[src/rtl/hog_stream_pkg.sv]
// rtl/hog_stream_pkg.sv - shared types and header layout for the HOG frame packer
package hog_stream_pkg;

    typedef enum logic [1:0] {
        IDLE    = 2'd0,
        PAYLOAD = 2'd1,
        PAD     = 2'd2,
        TRAILER = 2'd3
    } state_e;

    localparam logic [15:0] SYNC_DEFAULT = 16'hA55A;

    localparam int HDR_SYNC_MSB = 31;
    localparam int HDR_SYNC_LSB = 16;
    localparam int HDR_SEQ_MSB  = 15;
    localparam int HDR_SEQ_LSB  = 0;

    function automatic logic [31:0] build_header(input logic [15:0] sync, input logic [15:0] seq);
        logic [31:0] hdr;
        hdr = '0;
        hdr[HDR_SYNC_MSB:HDR_SYNC_LSB] = sync;
        hdr[HDR_SEQ_MSB:HDR_SEQ_LSB]   = seq;
        return hdr;
    endfunction

endpackage

[src/rtl/hog_frame_packer_if.sv]
// rtl/hog_frame_packer_if.sv - HLS-side and FIFO-side stream signals of the frame packer
interface hog_frame_packer_if;

    logic [31:0] in_din;
    logic        in_write;
    logic        in_full_n;
    logic        flush;
    logic [31:0] out_din;
    logic        out_wr_en;
    logic        out_full;

    modport slave (
        input  in_din, in_write, flush, out_full,
        output in_full_n, out_din, out_wr_en
    );

    modport master (
        output in_din, in_write, flush, out_full,
        input  in_full_n, out_din, out_wr_en
    );

endinterface

[src/rtl/hog_frame_packer.sv]
// rtl/hog_frame_packer.sv - wraps the HLS word stream into header/payload/checksum frames
module hog_frame_packer
    import hog_stream_pkg::*;
#(
    parameter int unsigned FRAME_LEN = 64,
    parameter int unsigned TIMEOUT   = 1024,
    parameter logic [15:0] SYNC      = SYNC_DEFAULT,
    parameter logic [31:0] PAD_WORD  = 32'h0000_0000
) (
    input  logic               bus_clk,
    input  logic               srst,
    hog_frame_packer_if.slave  bus,
    output logic [15:0]        frame_seq,
    output logic               busy,
    output logic               pad_event
);

    localparam int              IDLE_W    = $clog2(TIMEOUT) + 1;
    localparam logic [15:0]     LAST_CNT  = 16'(FRAME_LEN - 1);
    localparam logic [IDLE_W-1:0] IDLE_LAST = IDLE_W'(TIMEOUT - 1);
    localparam logic [IDLE_W-1:0] IDLE_MAX  = {IDLE_W{1'b1}};

    state_e             state_q, state_d;
    logic [15:0]        cnt_q, cnt_d;
    logic [IDLE_W-1:0]  idle_cnt_q, idle_cnt_d;
    logic [31:0]        csum_q, csum_d;
    logic [15:0]        frame_seq_q, frame_seq_d;
    logic               flush_pend_q, flush_pend_d;
    logic               pad_event_q, pad_event_d;

    logic [31:0]        out_din_c;
    logic               out_wr_en_c;
    logic               in_full_n_c;
    logic               xfer;

    always_comb begin
        state_d      = state_q;
        cnt_d        = cnt_q;
        idle_cnt_d   = idle_cnt_q;
        csum_d       = csum_q;
        frame_seq_d  = frame_seq_q;
        flush_pend_d = flush_pend_q;
        pad_event_d  = 1'b0;
        out_din_c    = PAD_WORD;
        out_wr_en_c  = 1'b0;
        in_full_n_c  = 1'b0;
        xfer         = 1'b0;

        case (state_q)
            IDLE: begin
                out_din_c = build_header(SYNC, frame_seq_q);
                if (bus.in_write && !bus.out_full) begin
                    out_wr_en_c  = 1'b1;
                    state_d      = PAYLOAD;
                    cnt_d        = 16'd0;
                    csum_d       = 32'd0;
                    idle_cnt_d   = '0;
                    flush_pend_d = 1'b0;
                end
            end
            PAYLOAD: begin
                in_full_n_c = !bus.out_full;
                out_din_c   = bus.in_din;
                xfer        = bus.in_write && !bus.out_full;
                out_wr_en_c = xfer;
                if (xfer) begin
                    csum_d     = csum_q ^ bus.in_din;
                    cnt_d      = cnt_q + 16'd1;
                    idle_cnt_d = '0;
                    // A flush that loses to a transfer is remembered, unless the frame just closed.
                    if (cnt_q == LAST_CNT) begin
                        state_d      = TRAILER;
                        flush_pend_d = 1'b0;
                    end else if (bus.flush) begin
                        flush_pend_d = 1'b1;
                    end
                end else begin
                    if (idle_cnt_q != IDLE_MAX) begin
                        idle_cnt_d = idle_cnt_q + IDLE_W'(1);
                    end
                    if (bus.flush || flush_pend_q || idle_cnt_q == IDLE_LAST) begin
                        state_d      = PAD;
                        pad_event_d  = 1'b1;
                        flush_pend_d = 1'b0;
                    end
                end
            end
            PAD: begin
                out_din_c = PAD_WORD;
                if (!bus.out_full) begin
                    out_wr_en_c = 1'b1;
                    csum_d      = csum_q ^ PAD_WORD;
                    cnt_d       = cnt_q + 16'd1;
                    if (cnt_q == LAST_CNT) begin
                        state_d = TRAILER;
                    end
                end
            end
            TRAILER: begin
                out_din_c = csum_q;
                if (!bus.out_full) begin
                    out_wr_en_c = 1'b1;
                    frame_seq_d = frame_seq_q + 16'd1;
                    state_d     = IDLE;
                end
            end
            default: begin
                state_d = IDLE;
            end
        endcase

        // Nothing may reach the FIFO or be taken from HLS while the host has the device closed.
        if (srst) begin
            out_wr_en_c = 1'b0;
            in_full_n_c = 1'b0;
        end
    end

    always_ff @(posedge bus_clk) begin
        if (srst) begin
            state_q      <= IDLE;
            cnt_q        <= 16'd0;
            idle_cnt_q   <= '0;
            csum_q       <= 32'd0;
            frame_seq_q  <= 16'd0;
            flush_pend_q <= 1'b0;
            pad_event_q  <= 1'b0;
        end else begin
            state_q      <= state_d;
            cnt_q        <= cnt_d;
            idle_cnt_q   <= idle_cnt_d;
            csum_q       <= csum_d;
            frame_seq_q  <= frame_seq_d;
            flush_pend_q <= flush_pend_d;
            pad_event_q  <= pad_event_d;
        end
    end

    assign bus.out_din   = out_din_c;
    assign bus.out_wr_en = out_wr_en_c;
    assign bus.in_full_n = in_full_n_c;
    assign frame_seq     = frame_seq_q;
    assign busy          = (state_q != IDLE);
    assign pad_event     = pad_event_q;

endmodule

[src/flat_wrapper.sv]
// flat-port wrapper written by rule: the top's interface ports become plain ports
module hog_frame_packer_flat import hog_stream_pkg::*;
#(
    parameter int unsigned FRAME_LEN = 64,
    parameter int unsigned TIMEOUT   = 1024,
    parameter logic [15:0] SYNC      = SYNC_DEFAULT,
    parameter logic [31:0] PAD_WORD  = 32'h0000_0000
)
  (bus_clk, srst, frame_seq, busy, pad_event, bus_in_din, bus_in_write, bus_flush, bus_out_full, bus_in_full_n, bus_out_din, bus_out_wr_en);
  hog_frame_packer_if bus_i ();
  input  logic bus_clk;
  input  logic srst;
  output logic [15:0] frame_seq;
  output logic busy;
  output logic pad_event;
  input wire logic [$bits(bus_i.in_din)-1:0] bus_in_din;
  input wire logic [$bits(bus_i.in_write)-1:0] bus_in_write;
  input wire logic [$bits(bus_i.flush)-1:0] bus_flush;
  input wire logic [$bits(bus_i.out_full)-1:0] bus_out_full;
  output wire logic [$bits(bus_i.in_full_n)-1:0] bus_in_full_n;
  output wire logic [$bits(bus_i.out_din)-1:0] bus_out_din;
  output wire logic [$bits(bus_i.out_wr_en)-1:0] bus_out_wr_en;
  assign bus_i.in_din = bus_in_din;
  assign bus_i.in_write = bus_in_write;
  assign bus_i.flush = bus_flush;
  assign bus_i.out_full = bus_out_full;
  assign bus_in_full_n = bus_i.in_full_n;
  assign bus_out_din = bus_i.out_din;
  assign bus_out_wr_en = bus_i.out_wr_en;
  hog_frame_packer #(.FRAME_LEN(FRAME_LEN), .TIMEOUT(TIMEOUT), .SYNC(SYNC), .PAD_WORD(PAD_WORD)) u_core (.bus_clk(bus_clk), .srst(srst), .bus(bus_i), .frame_seq(frame_seq), .busy(busy), .pad_event(pad_event));
endmodule
[config.mk]
export PLATFORM = sky130hd
export DESIGN_NAME = hog_frame_packer_flat
export DESIGN_NICKNAME = d
export VERILOG_FILES = /design/src/rtl/hog_stream_pkg.sv /design/src/rtl/hog_frame_packer_if.sv /design/src/rtl/hog_frame_packer.sv /design/src/flat_wrapper.sv
export SDC_FILE = /design/constraint.sdc
export NUM_CORES = 1
export LEC_CHECK = 0
export BUFFER_PORTS_ARGS = -buffer_cell sky130_fd_sc_hd__buf_2
export CORE_AREA = 2 2 122 124
export DETAILED_ROUTE_END_ITERATION = 8
export DIE_AREA = 0 0 124 126
export GPL_TIMING_DRIVEN = 0
export PLACE_DENSITY = 0.56
export SKIP_LAST_GASP = 1
export SLEW_MARGIN = 20
export SYNTH_ARGS = -nofsm -noshare
export SYNTH_HDL_FRONTEND = slang
export SYNTH_SLANG_ARGS = --single-unit
[constraint.sdc]
create_clock -name bus_clk -period 4.96 [get_ports bus_clk]
set_clock_uncertainty 0.15 [all_clocks]
set_input_delay 0.992 -clock bus_clk [delete_from_list [all_inputs] [get_ports bus_clk]]
set_output_delay 0.992 -clock bus_clk [all_outputs]
set_load 0.02 [all_outputs]
==> metrics <==
Worst Max-Slew Pin Slew 920 ps; pre-CTS WS 1550 ps; GPL Wtd Cong 0.804; global-route wire length before repair 19200 µm; post-CTS setup repair buffer count 0; die area 15600 µm²; hpwl dp 9140 µm; Chip Width 124 µm; syn_nets 563; Total Routing Usage GR 15.6%; total gr overflow 0; CTS sink cnt 79; antenna violations before repair 1; MaxCap Viol Count 0; final setup TNS 0 ps; Hold Crit Class flop to flop; Synth cell types 59; CP max FO 10; cell row count 44; syn avg cell area 8.22 µm²; final non-filler cell total 803; critical-path cell list inv_1 > ha_1 > buf_6 > clkbuf_1 > buf_1 > a22oi_1 > o21ai_0 > buf_2; Post-synth EDFFs 0; vias in the first global route 3729; Routed Wire Length 12400 µm; RSZ-0062 raised after global routing no; highest clock rate 260 MHz; status complete, no violations; Util after Layout 36.5%; critical path data arrival time 2700 ps; kind of critical path flop to output port; yosys warns 0; Inserted Diodes 0; clock tree buffer depth 2; starting density of the core 29.7%; dpl cells 789; ANT nets after route 0; H-tree levels 3; drt wl/cell 15.4 µm; crit-path max cell delay 460 ps; CTS tree yes; final setup fails 0; post-route DRC violation count 0; sequential area share after synthesis 37.2%; die height 126 µm; top-count cell post-synth dfxtp_1; final period utilization 77.5%; Resize count post-CTS 0; Area Overhead vs Synth 22.9%; Data required, critical path 3820 ps; Post-Syn Instances 517; violation count after the first detailed-route iteration 325; Leakage 1.96 nW; clock slew at the register clock pins of the worst setup and hold paths 60 ps; CP max stage cell buf_1; Area contributors post-synth dfxtp_1 (37%), xor2_1 (7.6%), nor2_1 (5.3%); fin crit period 3850 ps; number of max-slew violations in the final report 0; Worst VDD drop 0.149 mV; endpoint class of the critical path output port; number of vias per cell 5.21; ys async rst share 0%; Buffers on Ports 88; vias 4183; crit start category flop; Post-synth top cells dfxtp_1 (79), nor2_1 (60), nand3_1 (41), nand2_1 (38), xor2_1 (37); Root Buffer clkbuf_16; top cell family by delay on the critical path buffers and inverters; post-synth top area cell dfxtp_1; top_reg_cell synth dfxtp_1; Hold Fails Final Rpt 0; register bit total from synthesis 79; pwr dens 359 nW/µm²; clk_lat worst skew 340 ps; largest net degree at the start of global routing 13; share of post-route cells with drive strength above 1 18.7%; final worst slack 1110 ps; Syn Std Cell Area 4250 µm²; WP buf/inv 5; slew margin rel. 38.1%; hold bufs inserted after CTS 0; Num CTS Buffers 9; drt pass-1 iters 4; I/O pin total 89; Nets 662; top cell type's share of synthesized area 37.2%; core area 14300 µm²
[cell usage in the layout (no fill, tap or decap), types with 8 or more instances in the layout]
cell / Yosys / final
xnor2_1: 9 / 9
xor2_1: 37 / 37
clkbuf_16: 0 / 9
a221o_1: 8 / 8
or4_1: 10 / 10
dfxtp_1: 79 / 79
nand3_1: 41 / 41
a22oi_1: 24 / 24
or3_1: 8 / 8
nand4_1: 8 / 8
ha_1: 9 / 9
o21ai_0: 33 / 33
nor3_1: 9 / 9
clkbuf_1: 21 / 22
a21oi_1: 24 / 24
buf_2: 3 / 91
nor2_1: 60 / 60
inv_1: 9 / 9
nand2_1: 38 / 38
[worst paths after layout]
check / cells after the start / to / startpoint / slack, ps
setup / recovery: 8 / bus_out_din[15] / u_core.state_q[1]$_SDFFE_PP0P_ / 1110
hold reg to reg: 2 / u_core.idle_cnt_q[9]$_SDFFE_PP0P_ / u_core.idle_cnt_q[9]$_SDFFE_PP0P_ / 330
hold / removal: 2 / u_core.idle_cnt_q[9]$_SDFFE_PP0P_ / u_core.idle_cnt_q[9]$_SDFFE_PP0P_ / 330
setup reg to reg: 8 / u_core.cnt_q[7]$_SDFFE_PP0P_ / u_core.state_q[1]$_SDFFE_PP0P_ / 2160
[logic make-up (layout without fill, tap and decap cells)]
group / after synthesis / after routing / share of synthesized area (%)
AOI/OAI and AO/OA: 126 / 126 / 20.1
xor gates and xnor gates: 46 / 46 / 9.48
adders and majority gates: 9 / 9 / 2.65
buffers and inverters: 41 / 143 / 4.06
DFF: 79 / 79 / 37.2
muxes: 6 / 6 / 1.41
and+or+nand+nor: 210 / 210 / 25.0
[sequential cells by signal, summed over array words and instances (netlist names)]
register             flops
u_core.flush_pend_q      1
u_core.csum_q           32
u_core.cnt_q            16
u_core.idle_cnt_q       11
u_core.state_q           2
u_core.frame_seq        16
u_core.pad_event         1
[power breakdown]
part / total (mW) / switching [mW] / internal (mW)
logic: 0.499 / 0.339 / 0.160
registers: 0.689 / 0.0233 / 0.666
clock network: 0.688 / 0.254 / 0.434
total: 1.88 / 0.616 / 1.26
[final cells by class]
cell class | count | area, µm²
clock buffer | 10 | 229
inverter | 9 | 33.8
sequential | 79 | 1580
multi-input combinational | 397 | 2490
fill | 1521 | 9090
clock inverter | 4 | 72.6
buffer | 32 | 139
timing repair buffer | 88 | 440
tap | 184 | 230
[routing by layer]
metal / vias up / wire (µm) / share of wire (%) / track usage (%)
met4: 2 / 140 / 1.1 / 4.36
met2: 95 / 5630 / 45 / 24.6
met1: 1990 / 5990 / 48 / 21.6
met5: - / 13 / 0.10 / 0
met3: 12 / 624 / 5.0 / 2.99
li1: 2084 / - / - / -
[worst reg2reg max path, delay by kind of cell (launching register included)]
kind            cells  cell delay, ps
simple gates        2             480
flops               1             440
fa+ha+maj           1             230
compound gates      2             640
buf+inv             3             720
[stage by stage]
stage / hold WS (ps) / cell area [µm²] / power, mW
2_1_floorplan: 293 / 4250 / 1.03
3_3_place_gp: 308 / 4920 / 1.19
3_5_place_dp: 321 / 4920 / 1.20
4_1_cts: 331 / 5220 / 1.88
5_1_grt: 343 / 5220 / 1.97
6_report: 331 / 5220 / 1.88
No activity file was read; power rests on OpenSTA's default activity.
